### src/rtl/rs232_tx_arbiter.sv
// rs232_tx_arbiter
//   Shares one byte-level UART transmitter among N_REQ packet sources.
//   The arbiter searches round-robin from a rotating pointer, holds the grant for
//   a whole packet, hands the bytes to the transmitter one at a time, and waits
//   for each byte's done pulse before it fetches the next one. A granted source
//   that leaves valid low mid-packet for HOLD_MAX cycles loses the grant.
//
// Ports
//   clk_ref      system clock
//   rst          synchronous active-high reset
//   i_req_valid  per-requester byte valid
//   i_req_data   byte of requester k in bits [8k+7:8k]
//   i_req_last   last byte of the packet, qualified by valid
//   o_req_ready  byte accept (only the owner, only while fetching)
//   o_grant      one-hot current owner, 0 when idle
//   o_tx_start   one-cycle load pulse to the transmitter
//   o_tx_data    byte to transmit, held from start through done
//   i_tx_busy    transmitter busy
//   i_tx_done    transmitter end-of-stop-bit pulse
//   o_active     high whenever the arbiter is not idle
//   o_abort      one-cycle pulse when a packet is dropped on hold timeout
module rs232_tx_arbiter #(
  parameter int N_REQ    = 4,
  parameter int HOLD_MAX = 1000
) (
  input  logic               clk_ref,
  input  logic               rst,
  input  logic [N_REQ-1:0]   i_req_valid,
  input  logic [8*N_REQ-1:0] i_req_data,
  input  logic [N_REQ-1:0]   i_req_last,
  output logic [N_REQ-1:0]   o_req_ready,
  output logic [N_REQ-1:0]   o_grant,
  output logic               o_tx_start,
  output logic [7:0]         o_tx_data,
  input  logic               i_tx_busy,
  input  logic               i_tx_done,
  output logic               o_active,
  output logic               o_abort
);

  localparam int PW = (N_REQ > 1) ? $clog2(N_REQ) : 1;
  localparam int SW = PW + 1;
  localparam int HW = $clog2(HOLD_MAX);
  localparam logic [HW-1:0] HOLD_LAST = HW'(HOLD_MAX - 1);
  localparam logic [PW-1:0] IDX_LAST  = PW'(N_REQ - 1);

  typedef enum logic [1:0] {
    ST_IDLE  = 2'd0,
    ST_FETCH = 2'd1,
    ST_START = 2'd2,
    ST_WAIT  = 2'd3
  } state_t;

  state_t           state_q, state_d;
  logic [PW-1:0]    ptr_q, ptr_d;
  logic [N_REQ-1:0] grant_q, grant_d;
  logic [PW-1:0]    gidx_q, gidx_d;
  logic [7:0]       tx_data_q, tx_data_d;
  logic             last_q, last_d;
  logic [HW-1:0]    hold_q, hold_d;
  logic             abort_q, abort_d;

  logic             found;
  logic [PW-1:0]    sel_idx;
  logic [SW-1:0]    wrap_sum;
  logic [PW-1:0]    cand;
  logic             xfer;
  logic [7:0]       sel_data;
  logic             sel_last;
  logic [PW-1:0]    ptr_after;

  // Only the owner sees ready, and only while a byte is being fetched.
  genvar gi;
  generate
    for (gi = 0; gi < N_REQ; gi++) begin : g_ready
      assign o_req_ready[gi] = (state_q == ST_FETCH) && grant_q[gi] && i_req_valid[gi];
    end
  endgenerate

  assign xfer      = |o_req_ready;
  assign sel_data  = i_req_data[{gidx_q, 3'b000} +: 8];
  assign sel_last  = i_req_last[gidx_q];
  assign ptr_after = (gidx_q == IDX_LAST) ? '0 : gidx_q + PW'(1);

  // Round-robin search: visit ptr, ptr+1, ... modulo N_REQ, first valid wins.
  // The sum is one bit wider than the index so non-power-of-two N_REQ wraps
  // correctly.
  always_comb begin
    found    = 1'b0;
    sel_idx  = '0;
    wrap_sum = '0;
    cand     = '0;
    for (int i = 0; i < N_REQ; i++) begin
      wrap_sum = {1'b0, ptr_q} + SW'(i);
      if (wrap_sum >= SW'(N_REQ)) begin
        wrap_sum = wrap_sum - SW'(N_REQ);
      end
      cand = wrap_sum[PW-1:0];
      if (!found && i_req_valid[cand]) begin
        found   = 1'b1;
        sel_idx = cand;
      end
    end
  end

  always_comb begin
    state_d    = state_q;
    ptr_d      = ptr_q;
    grant_d    = grant_q;
    gidx_d     = gidx_q;
    tx_data_d  = tx_data_q;
    last_d     = last_q;
    hold_d     = hold_q;
    abort_d    = 1'b0;
    o_tx_start = 1'b0;
    case (state_q)
      ST_IDLE: begin
        if (found) begin
          grant_d          = '0;
          grant_d[sel_idx] = 1'b1;
          gidx_d           = sel_idx;
          hold_d           = '0;
          state_d          = ST_FETCH;
        end
      end
      ST_FETCH: begin
        // A byte arriving on the final count cycle is still taken.
        if (xfer) begin
          tx_data_d = sel_data;
          last_d    = sel_last;
          hold_d    = '0;
          state_d   = ST_START;
        end else if (hold_q == HOLD_LAST) begin
          abort_d = 1'b1;
          ptr_d   = ptr_after;
          grant_d = '0;
          hold_d  = '0;
          state_d = ST_IDLE;
        end else begin
          hold_d = hold_q + HW'(1);
        end
      end
      ST_START: begin
        if (!i_tx_busy) begin
          o_tx_start = 1'b1;
          state_d    = ST_WAIT;
        end
      end
      ST_WAIT: begin
        if (i_tx_done) begin
          if (last_q) begin
            ptr_d   = ptr_after;
            grant_d = '0;
            state_d = ST_IDLE;
          end else begin
            state_d = ST_FETCH;
          end
        end
      end
      default: begin
        grant_d = '0;
        hold_d  = '0;
        state_d = ST_IDLE;
      end
    endcase
  end

  always_ff @(posedge clk_ref) begin
    if (rst) begin
      state_q   <= ST_IDLE;
      ptr_q     <= '0;
      grant_q   <= '0;
      gidx_q    <= '0;
      tx_data_q <= '0;
      last_q    <= 1'b0;
      hold_q    <= '0;
      abort_q   <= 1'b0;
    end else begin
      state_q   <= state_d;
      ptr_q     <= ptr_d;
      grant_q   <= grant_d;
      gidx_q    <= gidx_d;
      tx_data_q <= tx_data_d;
      last_q    <= last_d;
      hold_q    <= hold_d;
      abort_q   <= abort_d;
    end
  end

  assign o_grant   = grant_q;
  assign o_tx_data = tx_data_q;
  assign o_active  = (state_q != ST_IDLE);
  assign o_abort   = abort_q;

endmodule
### config.mk
export PLATFORM = sky130hd
export DESIGN_NAME = rs232_tx_arbiter
export DESIGN_NICKNAME = d
export VERILOG_FILES = /design/src/rtl/rs232_tx_arbiter.sv
export SDC_FILE = /design/constraint.sdc
export NUM_CORES = 1
export LEC_CHECK = 0
export CAP_MARGIN = 10
export CORE_MARGIN = 2
export CORE_UTILIZATION = 39
export CTS_CLUSTER_DIAMETER = 40
export CTS_CLUSTER_SIZE = 25
export DETAILED_ROUTE_END_ITERATION = 10
export PLACE_DENSITY = 0.75
export SLEW_MARGIN = 10
export SYNTH_ARGS = -nofsm -noshare
export SYNTH_HDL_FRONTEND = slang
export SYNTH_SLANG_ARGS = --single-unit
### constraint.sdc
create_clock -name clk_ref -period 1.5 [get_ports clk_ref]
set_input_delay 0.225 -clock clk_ref [delete_from_list [all_inputs] [get_ports clk_ref]]
set_output_delay 0.225 -clock clk_ref [all_outputs]
set_load 0.1 [all_outputs]
==> tab_implementation.tex, run 1 <==
\begin{tabular}{lr}
\hline
Metric & Value \\
\hline
\multicolumn{2}{l}{\textbf{Clocking}} \\
Clock network latency to the later pin of the worst-skew pair & 0.28 ns \\
Cell chosen for the clock root & clkbuf\_8 \\
Maximum number of buffers from clock root to sink & 2 \\
Cts hold-fix bufs & 0 \\
Total CTS buffers & 5 \\
TritonCTS Sinks & 30 \\
TritonCTS clock tree & yes \\
CTS HTree Levels & 2 \\
CTS clock-pin slew for the worst setup and hold paths & 0.07 ns \\
\multicolumn{2}{l}{\textbf{Yosys}} \\
Synth top area share & 0.366 \\
Net count of the mapped netlist & roughly 220 \\
Post-synthesis average cell area & 9.33 µm² \\
Sequential element share of the synthesized area & 0.366 \\
Cell types with the highest counts after synthesis & dfxtp\_1, nor2\_1, mux2i\_1, nand2\_1, mux4\_2 \\
Main synth FF type & dfxtp\_1 \\
Top area cells in the synthesized netlist & dfxtp\_1, mux4\_2, mux2i\_1, nor2\_1, nand2\_1 \\
Yosys reg bits & 30 \\
Synth async-reset ratio & 0 \\
Netlist Area Pre-Place & 1640 µm² \\
Count leader, synth & dfxtp\_1 \\
Number of enable flip-flop cells after synthesis & 0 \\
Number of instances in the synthesized netlist & $\sim$180 \\
Post-synth top area cell & dfxtp\_1 \\
Count of cell types in the netlist & 43 \\
Yosys Warn Count & 0 \\
\multicolumn{2}{l}{\textbf{Outcome}} \\
Violated checks & negative setup slack \\
Run status & finished, violations left \\
\multicolumn{2}{l}{\textbf{Die}} \\
Core Area & 4030 µm² \\
Overall die area & 4750 µm² \\
Die Span Y & about 69 µm \\
Starting utilization of the core area & 0.408 \\
Count of pins on the block boundary & 63 \\
Width of the die & 68.9 µm \\
Num rows & 23 \\
\multicolumn{2}{l}{\textbf{Place}} \\
Detailed placer's ending HPWL & 3750 µm \\
Post-place instance area & 2890 µm² \\
Count of buffers inserted at the top-level ports & 62 \\
GP Congestion & about 0.79 \\
\multicolumn{2}{l}{\textbf{Global routing}} \\
Number of global-route vias before repair & $\sim$1800 \\
Overall Global Routing Usage & 0.239 \\
Maximum number of pins on one net before global-route repair & 13 \\
Gr ovfl total & 0 \\
Global-route wire length before repair & 8210 µm \\
Number of antenna violations at the first check in global routing & 0 \\
\multicolumn{2}{l}{\textbf{STA}} \\
Clk\_skew & 0.00587 ns \\
Hold Worst Slack & 0.502 ns \\
Final hold vios & 0 \\
RSZ-0062 raised after global routing & true \\
Pins over their slew limit & 0 \\
Post-route minimum period & 1.59 ns \\
Final period util & 1.06 \\
Max frequency & around 630 MHz \\
Actual transition at the worst max-transition pin & 0.455 ns \\
Number of failing setup endpoints in the final timing report & 14 \\
Worst rel slew slack & 0.694 \\
Min setup slack post-route & -0.0897 ns \\
\multicolumn{2}{l}{\textbf{Layout}} \\
Sequential standard cell area & 619 µm² \\
Area taken by multi-input logic gates & 1170 µm² \\
Layout cells sized above 1 & 0.430 \\
Final net count & 324 \\
Layout fillers & 254 \\
Antenna cell count & 0 \\
End-of-flow core utilization & 0.781 \\
Total non-filler cell area in the finished layout & 3150 µm² \\
Synth-to-Final Area Change & 91.5\% \\
\multicolumn{2}{l}{\textbf{Power and ir drop}} \\
Part of the total power dissipated in the clock network & 0.286 \\
VDD IR max & 0.552 mV \\
Sequential share of power & 0.324 \\
Switching share of total power & 0.329 \\
Total power per unit cell area & around 860 nW/µm² \\
Switch Pwr & approximately 0.00089 W \\
Total leakage power & 1.32 nW \\
Tot Pwr & $\sim$0.0027 W \\
Comb pwr share & 0.390 \\
Cell internal power dissipation & 0.00182 W \\
\multicolumn{2}{l}{\textbf{Route}} \\
Post-detailed-route via-to-cell ratio & between 5 and 6 \\
Drt first-iter violations & 81 \\
DRT Wirelength & approximately 5000 µm \\
Router iterations before antenna repair & 4 \\
Wire length per cell & 15.6 µm \\
Remaining antenna violation count & 0 \\
Vias & 1757 \\
Post-route DRC & 0 \\
\multicolumn{2}{l}{\textbf{Worst setup path}} \\
Peak fanout along the critical path & 7 \\
CP endpoint kind & flop \\
Critical path class & reg -> reg \\
Worst Setup Start Kind & flop \\
Crit path required time & 1.68 ns \\
Arrival time of the worst setup path & approximately 1.8 ns \\
\multicolumn{2}{l}{\textbf{Worst hold path}} \\
Hold crit path type & reg -> reg \\
\multicolumn{2}{l}{\textbf{Flow run}} \\
Number of max-cap violations & 0 \\
\hline
\end{tabular}
-- power by group through the flow --
stage,registers (W),clock network (W),logic [W]
floorplan,0.00105,0,0.000397
global placement,0.000893,0,0.000961
detailed placement,0.000894,0,0.000979
CTS,0.000878,0.000785,0.00102
global route,0.000883,0.000837,0.00112
finish,0.000879,0.000777,0.00106
-- layout make-up --
class | count | share of cell area
sequential | 30 | 0.197
inverter | 7 | 0.00835
timing repair buffer | 103 | 0.367
multi-input combinational | 131 | 0.372
clock buffer | 8 | 0.0354
tap | 50 | 0.0199
-- stage by stage --
step,worst slack (ns),instances,TNS (ns)
global route,-0.144,329,-1.78
floorplan,-0.216,176,-0.693
global placement,-0.357,321,-8.13
finish,-0.0897,329,-0.855
CTS,-0.112,330,-1.10
detailed placement,-0.405,321,-9.18
-- sequential cells by signal, summed over array words and instances (netlist names), named ones only --
register,cells
gidx_q,2
hold_q,10
last_q,1
o_abort,1
o_grant,4
o_tx_data,8
ptr_q,2
state_q,1
-- final timing paths --
kind / endpoint / from / slack [ns] / depth (start not counted)
hold / removal: flop / flop / 0.50 / 2
setup / recovery: hold_q[9]$_SDFFE_PP0P_ / hold_q[0]$_SDFFE_PP0P_ / -0.09 / 7
hold reg to reg: flop / flop / 0.50 / 2
setup reg to reg: hold_q[9]$_SDFFE_PP0P_ / hold_q[0]$_SDFFE_PP0P_ / -0.09 / 7
-- cell usage in the layout, fill, tap and decap left out, types with 3 or more instances in the layout --
cell	synthesis	routed
nand2_1	13	9
o21ai_2	1	6
dfxtp_4	0	4
buf_4	0	32
clkdlybuf4s50_1	0	39
a21o_1	4	4
dlygate4sd2_1	0	4
buf_12	0	20
a21oi_1	8	7
nand2_2	1	3
nor3_1	3	3
nor2_1	24	20
dfxtp_1	30	23
buf_6	2	8
and3_4	0	5
mux4_2	9	9
dfxtp_2	0	3
inv_1	7	7
mux2i_1	13	12
clkbuf_8	0	6
-- per-layer routing --
layer,vias up,global-route usage,wire [µm]
li1,845,-,-
met1,837,0.286,2090
met2,66,0.406,2580
met3,9,0.0877,392
met4,0,0.0564,58
met5,-,0,0
-- kinds of logic (layout without fill, tap and decap cells) --
| group | after synthesis | in the layout | synth area share |
|---|---|---|---|
| and+or+nand+nor | 69 | 69 | 0.216 |
| AOI/OAI and AO/OA | 35 | 35 | 0.140 |
| DFF | 30 | 30 | 0.366 |
| muxes | 22 | 22 | 0.203 |
| buffers and inverters | 15 | 118 | 0.0449 |
| xor gates and xnor gates | 3 | 3 | 0.0160 |
| adders and majority gates | 2 | 2 | 0.0152 |
-- critical path: stages, from the launching register on --
cell and delay [ns]:
dfxtp_2 0.35, ha_4 0.14, nand4b_1 0.09, or3_4 0.42, buf_6 0.14, nand3b_4 0.12
nor4_1 0.07, a21o_1 0.15
-- what timing repair did --
action                     4_1_cts  5_1_grt
setup endpoints to repair       26       23
hold endpoints to repair         0        0
resized for setup               26       19
buffers inserted                 2        0
pin swaps                       20       14
Note: power is estimated with default switching activity, not from simulation.
==> inputs of run 2 (changes only) <==
--- a/config.mk
+++ b/config.mk
@@ -6,7 +6,6 @@
 export NUM_CORES = 1
 export LEC_CHECK = 0
 export CAP_MARGIN = 10
-export CORE_MARGIN = 2
 export CORE_UTILIZATION = 39
 export CTS_CLUSTER_DIAMETER = 40
 export CTS_CLUSTER_SIZE = 25
==> run 2 against run 1 <==
Effect of this change: largest cell class unchanged; total power decreased by 4.2%; first-iteration DRC count decreased by 30%; clock skew increased by 0.00053 ns; the run still ends with negative setup slack left; core utilization increased by 0.12 points.
==> tab_implementation.tex, run 2 (same netlist as run 1, synthesis figures left out) <==
\begin{tabular}{lr}
\hline
Metric & Value \\
\hline
\multicolumn{2}{l}{\textbf{STA}} \\
Clk\_skew & 0.00640 ns (+0.000532 ns) \\
Setup Total Neg Slack & -0.840 ns (+0.0147 ns) \\
Max frequency & 618 MHz (-1.7\%) \\
Final hold vios & 0 (unchanged) \\
Actual transition at the worst max-transition pin & 0.320 ns (-0.135 ns) \\
Min setup slack post-route & -0.117 ns (-0.0277 ns) \\
Pins over their slew limit & 0 (unchanged) \\
Worst rel slew slack & 0.786 (+0.0928) \\
Post-route minimum period & 1.62 ns (+0.0277 ns) \\
RSZ-0062 raised after global routing & true \\
Final period util & 1.08 (+0.0185) \\
Number of failing setup endpoints in the final timing report & 14 (unchanged) \\
\multicolumn{2}{l}{\textbf{Global routing}} \\
Global-route wire length before repair & 7880 µm (-4.0\%) \\
Number of global-route vias before repair & 1780 (-2.2\%) \\
Overall Global Routing Usage & 0.240 (+0.00176) \\
Maximum number of pins on one net before global-route repair & 15 (+2) \\
Gr ovfl total & 0 (unchanged) \\
Number of antenna violations at the first check in global routing & 0 (unchanged) \\
\multicolumn{2}{l}{\textbf{Die}} \\
Num rows & 23 (unchanged) \\
Overall die area & 4480 µm² (-5.7\%) \\
Starting utilization of the core area & 0.408 (unchanged) \\
Width of the die & 66.9 µm (-2.9\%) \\
Die Span Y & 66.9 µm (-2.9\%) \\
Count of pins on the block boundary & 63 (unchanged) \\
Core Area & 4030 µm² (unchanged) \\
\multicolumn{2}{l}{\textbf{Worst hold path}} \\
Number of cells on the worst hold path & 2 (unchanged) \\
Hold crit path type & reg -> reg \\
\multicolumn{2}{l}{\textbf{Clocking}} \\
TritonCTS Sinks & 30 (unchanged) \\
Total CTS buffers & 5 (unchanged) \\
Cts hold-fix bufs & 0 (unchanged) \\
Clock network latency to the later pin of the worst-skew pair & 0.29 ns (about the same) \\
Maximum number of buffers from clock root to sink & 2 (unchanged) \\
CTS HTree Levels & 2 (unchanged) \\
TritonCTS clock tree & yes \\
Cell chosen for the clock root & clkbuf\_8 \\
CTS clock-pin slew for the worst setup and hold paths & 0.07 ns (about the same) \\
\multicolumn{2}{l}{\textbf{Layout}} \\
Flip-flop count of the largest register after layout & 10 (unchanged) \\
Final net count & 328 (+1.2\%) \\
End-of-flow core utilization & 0.782 (+0.00124) \\
Register ranked first by flip-flop count & hold\_q \\
Leading cell types in the layout, fill and taps excluded & clkdlybuf4s50\_1, buf\_4, dfxtp\_1 \\
Layout cells sized above 1 & 0.433 (+0.00252) \\
Antenna cell count & 0 (unchanged) \\
Post-route non-filler standard cell count & 332 (+0.91\%) \\
Synth-to-Final Area Change & 91.9\% \\
Most common cell after layout, fill and taps aside & clkdlybuf4s50\_1 \\
\multicolumn{2}{l}{\textbf{Route}} \\
DRT Wirelength & 4860 µm (-5.1\%) \\
Vias & 1737 (-1.1\%) \\
Wire length per cell & 14.6 µm (-6.0\%) \\
Post-route DRC & 0 (unchanged) \\
Remaining antenna violation count & 0 (unchanged) \\
Post-detailed-route via-to-cell ratio & 5.23 (-2.0\%) \\
Router iterations before antenna repair & 4 (unchanged) \\
Drt first-iter violations & 57 (-30\%) \\
\multicolumn{2}{l}{\textbf{Worst setup path}} \\
Arrival time of the worst setup path & 1.80 ns (+0.03 ns) \\
CP max stage delay & 0.44 ns (+0.02 ns) \\
Crit path required time & 1.68 ns (about the same) \\
Cells traversed along the worst timing path & ha\_4 -> nand4b\_1 -> or3\_4 -> a32o\_2 -> a22o\_1 \\
Peak fanout along the critical path & 5 (-2) \\
Worst Setup Start Kind & flop \\
Cell count of the worst reg-to-reg path & 5 (-2) \\
Number of buffers and inverters on the critical path & 0 (-1) \\
Slowest library cell on the worst path & or3\_4 \\
Delay-heaviest family, CP & simple AND/OR/NAND/NOR gates \\
Total number of cells along the worst setup path & 5 (-2) \\
Critical path class & reg -> reg \\
CP endpoint kind & flop \\
\multicolumn{2}{l}{\textbf{Outcome}} \\
Run status & finished, violations left \\
Violated checks & negative setup slack \\
\multicolumn{2}{l}{\textbf{Flow run}} \\
Number of max-cap violations & 0 (unchanged) \\
\multicolumn{2}{l}{\textbf{Place}} \\
Count of buffers inserted at the top-level ports & 62 (unchanged) \\
GP Congestion & 0.835 (+6.4\%) \\
Worst slack at placement & -0.426 ns (-0.0203 ns) \\
Detailed placer's ending HPWL & 3690 µm (-1.6\%) \\
Cell Count Post-Placement & 319 (-0.62\%) \\
\multicolumn{2}{l}{\textbf{Power and ir drop}} \\
Total leakage power & 1.33 nW (+0.69\%) \\
Total power per unit cell area & 825 nW/µm² (-4.3\%) \\
VDD IR max & 0.472 mV (-15\%) \\
\hline
\end{tabular}
==> run 2: cell types whose count changed in the layout (fill, tap and decap cells not counted), sizes merged <==
cell | previous run | this run
buf | 60 | 63
clkbuf | 8 | 7
dlygate4sd2 | 4 | 3
dlymetal6s2s | 0 | 1
nand3b | 1 | 2
==> run 2: worst reg2reg max path, cell delays in order (launching register included) <==
cell and delay (ns):
dfxtp_2 0.35, ha_4 0.15, nand4b_1 0.09, or3_4 0.44, a32o_2 0.27, a22o_1 0.22
==> run 2: cell type report <==
type,count,area (µm²)
Fill cell,229,877
Sequential cell,30,622
Clock buffer,7,86.3
Tap cell,50,62.6
Inverter,7,26.3
Multi-Input combinational cell,132,1180
Timing Repair Buffer,106,1170
==> run 2: report_power, final <==
group          switching (W)  internal (W)
Combinational       0.000534      0.000521
Clock               0.000300      0.000363
Sequential         0.0000423      0.000839
==> run 2: per-stage QoR <==
step | area [µm²] | power (W) | hold slack [ns]
finish | 3150 | 0.00260 | 0.500
global route | 3150 | 0.00272 | 0.518
CTS | 3080 | 0.00258 | 0.495
floorplan | 1750 | 0.00144 | 0.414
detailed placement | 2870 | 0.00186 | 0.499
global placement | 2870 | 0.00185 | 0.480
==> run 2: worst paths after layout <==
check,start,endpoint,slack (ns)
min,flop,flop,0.50
max,hold_q[1]$_SDFFE_PP0P_,o_grant[2]$_SDFFE_PP0P_,-0.12
min reg2reg,flop,flop,0.50
max reg2reg,hold_q[1]$_SDFFE_PP0P_,o_grant[2]$_SDFFE_PP0P_,-0.12
==> run 2: timing repair <==
action                                  4_1_cts  5_1_grt
cloned                                        1        0
buffers inserted                              5        0
pin swaps                                    16       12
resized for setup                            22       17
endpoints found under the setup margin       25       24
==> run 2: layer usage <==
metal / track usage / up-vias / routed length (µm)
li1: - / 862 / -
met1: 0.247 / 805 / 1840
met2: 0.451 / 56 / 2570
met3: 0.0822 / 14 / 323
met4: 0.0718 / 0 / 125
met5: 0 / - / 0
==> inputs of run 3 (changes only) <==
--- a/config.mk
+++ b/config.mk
@@ -5,7 +5,9 @@
 export SDC_FILE = /design/constraint.sdc
 export NUM_CORES = 1
 export LEC_CHECK = 0
+export ABC_CLOCK_PERIOD_IN_PS = 1500
 export CAP_MARGIN = 10
+export CORE_MARGIN = 5
 export CORE_UTILIZATION = 39
 export CTS_CLUSTER_DIAMETER = 40
 export CTS_CLUSTER_SIZE = 25
==> constraint.sdc (replaced) <==
create_clock -name clk_ref -period 1.5 [get_ports clk_ref]
set_input_delay 0.225 -clock clk_ref [delete_from_list [all_inputs] [get_ports clk_ref]]
set_output_delay 0.225 -clock clk_ref [all_outputs]
set_load 0.01 [all_outputs]
==> run 3 against run 2 <==
Effect of this change: clock skew about the same; critical path depth is 2 higher; first-iteration DRC count is 16% lower; setup slack better by 0.0047 ns; largest power group is now sequential cells; fmax increased by 0.29%; largest cell class unchanged; sequential power decreased by 0.5%; the flow still finishes with violations (negative setup slack).
==> tab_implementation.tex, run 3 (same netlist as run 1, synthesis figures left out) <==
\begin{tabular}{lr}
\hline
Metric & Value \\
\hline
\multicolumn{2}{l}{\textbf{Place}} \\
Detailed placer's ending HPWL & 3700 µm (+0.24\%) \\
Post-place instance area & 2590 µm² (-9.7\%) \\
Cell Count Post-Placement & 316 (-0.94\%) \\
Count of buffers inserted at the top-level ports & 62 (unchanged) \\
Worst slack at placement & -0.403 ns (+0.0231 ns) \\
GP Congestion & 0.860 (+3.0\%) \\
\multicolumn{2}{l}{\textbf{Route}} \\
Post-detailed-route via-to-cell ratio & 5.17 (-1.1\%) \\
Router iterations before antenna repair & 4 (unchanged) \\
Wire length per cell & 14.5 µm (-1.2\%) \\
Post-route DRC & 0 (unchanged) \\
Vias & 1692 (-2.6\%) \\
Drt first-iter violations & 48 (-16\%) \\
DRT Wirelength & 4730 µm (-2.7\%) \\
Remaining antenna violation count & 0 (unchanged) \\
\multicolumn{2}{l}{\textbf{Layout}} \\
Antenna cell count & 0 (unchanged) \\
Final net count & 322 (-1.8\%) \\
Post-route non-filler standard cell count & 327 (-1.5\%) \\
Register ranked first by flip-flop count & hold\_q \\
Synth-to-Final Area Change & 71.0\% \\
Layout fillers & 311 (+36\%) \\
Total non-filler cell area in the finished layout & 2810 µm² (-11\%) \\
Flip-flop count of the largest register after layout & 10 (unchanged) \\
Leading cell types in the layout, fill and taps excluded & clkdlybuf4s50\_1, buf\_4, dfxtp\_1 \\
Layout cells sized above 1 & 0.321 (-0.111) \\
Most common cell after layout, fill and taps aside & clkdlybuf4s50\_1 \\
\multicolumn{2}{l}{\textbf{Power and ir drop}} \\
Switch Pwr & 0.000609 W (-31\%) \\
Tot Pwr & 0.00223 W (-14\%) \\
Total power per unit cell area & 793 nW/µm² (-3.8\%) \\
Sequential share of power & 0.394 (+0.055) \\
Part of the total power dissipated in the clock network & 0.301 (+0.046) \\
Switching share of total power & 0.273 (-0.0641) \\
Comb pwr share & 0.305 (-0.101) \\
Total leakage power & 1.24 nW (-6.4\%) \\
VDD IR max & 0.455 mV (-3.6\%) \\
Cell internal power dissipation & 0.00162 W (-6.0\%) \\
\multicolumn{2}{l}{\textbf{STA}} \\
Actual transition at the worst max-transition pin & 0.458 ns (+0.138 ns) \\
Final hold vios & 0 (unchanged) \\
Hold Worst Slack & 0.492 ns (-0.00822 ns) \\
Number of failing setup endpoints in the final timing report & 14 (unchanged) \\
Clk\_skew & 0.00598 ns (-0.000420 ns) \\
Post-route minimum period & 1.61 ns (-0.00472 ns) \\
Min setup slack post-route & -0.113 ns (+0.00472 ns) \\
Max frequency & 620 MHz (+0.29\%) \\
Worst rel slew slack & 0.694 (-0.0921) \\
Final period util & 1.08 (-0.00315) \\
Pins over their slew limit & 0 (unchanged) \\
RSZ-0062 raised after global routing & true \\
\multicolumn{2}{l}{\textbf{Global routing}} \\
Global-route wire length before repair & 7670 µm (-2.7\%) \\
Maximum number of pins on one net before global-route repair & 13 (-2) \\
Number of antenna violations at the first check in global routing & 0 (unchanged) \\
Number of global-route vias before repair & 1748 (-1.8\%) \\
Gr ovfl total & 0 (unchanged) \\
Overall Global Routing Usage & 0.180 (-0.0609) \\
\multicolumn{2}{l}{\textbf{Worst setup path}} \\
CP endpoint kind & flop \\
Crit path required time & 1.67 ns (about the same) \\
Arrival time of the worst setup path & 1.79 ns (about the same) \\
Number of buffers and inverters on the critical path & 1 (+1) \\
Cells traversed along the worst timing path & ha\_4 -> nand4b\_1 -> or3\_4 -> nor2b\_4 -> buf\_6 -> mux2i\_2 -> nor2\_1 \\
Peak fanout along the critical path & 5 (unchanged) \\
Worst Setup Start Kind & flop \\
Critical path class & reg -> reg \\
Slowest library cell on the worst path & or3\_4 \\
Delay-heaviest family, CP & simple AND/OR/NAND/NOR gates \\
CP max stage delay & 0.43 ns (about the same) \\
\multicolumn{2}{l}{\textbf{Flow run}} \\
Number of max-cap violations & 0 (unchanged) \\
\multicolumn{2}{l}{\textbf{Clocking}} \\
Maximum number of buffers from clock root to sink & 2 (unchanged) \\
TritonCTS clock tree & yes \\
TritonCTS Sinks & 30 (unchanged) \\
Clock network latency to the later pin of the worst-skew pair & 0.28 ns (about the same) \\
CTS HTree Levels & 2 (unchanged) \\
CTS clock-pin slew for the worst setup and hold paths & 0.07 ns (about the same) \\
Total CTS buffers & 5 (unchanged) \\
Cell chosen for the clock root & clkbuf\_8 \\
\multicolumn{2}{l}{\textbf{Die}} \\
Starting utilization of the core area & 0.408 (unchanged) \\
Core Area & 4030 µm² (unchanged) \\
Die Span Y & 74.9 µm (+12\%) \\
Width of the die & 74.9 µm (+12\%) \\
Num rows & 23 (unchanged) \\
Count of pins on the block boundary & 63 (unchanged) \\
Overall die area & 5610 µm² (+25\%) \\
\multicolumn{2}{l}{\textbf{Worst hold path}} \\
Hold crit path type & reg -> reg \\
\multicolumn{2}{l}{\textbf{Outcome}} \\
Violated checks & negative setup slack \\
Run status & finished, violations left \\
\hline
\end{tabular}
[run 3: metal layers]
metal  routed length [µm]  share of wire  up-vias  GRT usage
li1                     -              -      839          -
met1                 1890           0.40      786      0.200
met2                 2370           0.50       61      0.310
met3                  423          0.089        6     0.0788
met4                   50          0.011        0     0.0494
met5                    0              0        -          0
[run 3: worst min-delay path: cells and delay by family, from the launching register on]
kind	cells	cell delay [ns]
flops	1	0.33
compound gates	1	0.05
simple gates	1	0.06
[run 3: cell type report]
class / instances / area, µm² / area share
clock buffers: 7 / 86.3 / 0.0307
clock inverters: 1 / 5.00 / 0.00178
inverters: 7 / 26.3 / 0.00935
multi-input cells: 131 / 1090 / 0.388
flip-flops and latches: 30 / 608 / 0.216
well taps: 50 / 62.6 / 0.0223
repair buffers: 101 / 931 / 0.331
[run 3: final timing paths]
kind	endpoint	startpoint	slack [ns]	cells after the start
worst max-delay path	hold_q[0]$_SDFFE_PP0P_	hold_q[0]$_SDFFE_PP0P_	-0.11	7
worst min-delay path	o_grant[3]$_SDFFE_PP0P_	o_grant[3]$_SDFFE_PP0P_	0.49	2
worst max register to register	hold_q[0]$_SDFFE_PP0P_	hold_q[0]$_SDFFE_PP0P_	-0.11	7
worst min register to register	o_grant[3]$_SDFFE_PP0P_	o_grant[3]$_SDFFE_PP0P_	0.49	2
[run 3: timing repair]
| action | 4_1_cts | 5_1_grt |
|---|---|---|
| setup endpoints to repair | 25 | 31 |
| buffers inserted | 1 | 2 |
| hold buffers | 0 | 0 |
| cloned | 0 | 0 |
| pin swaps | 10 | 9 |
| gates resized for setup | 25 | 24 |
[run 3: metrics by stage]
stage	util	setup TNS, ns
finish	0.697	-0.887
global placement	0.644	-8.18
global route	0.697	-1.88
CTS	0.680	-1.15
detailed placement	0.644	-9.47
floorplan	-	-0.317
[run 3: power groups by stage]
stage                     sequential (W)  combinational [W]  clock (W)
after global routing            0.000884           0.000732   0.000730
after floorplan                 0.000895           0.000296          0
after CTS                       0.000876           0.000656   0.000688
after global placement          0.000889           0.000610          0
final                           0.000877           0.000680   0.000671
after detailed placement        0.000892           0.000620          0
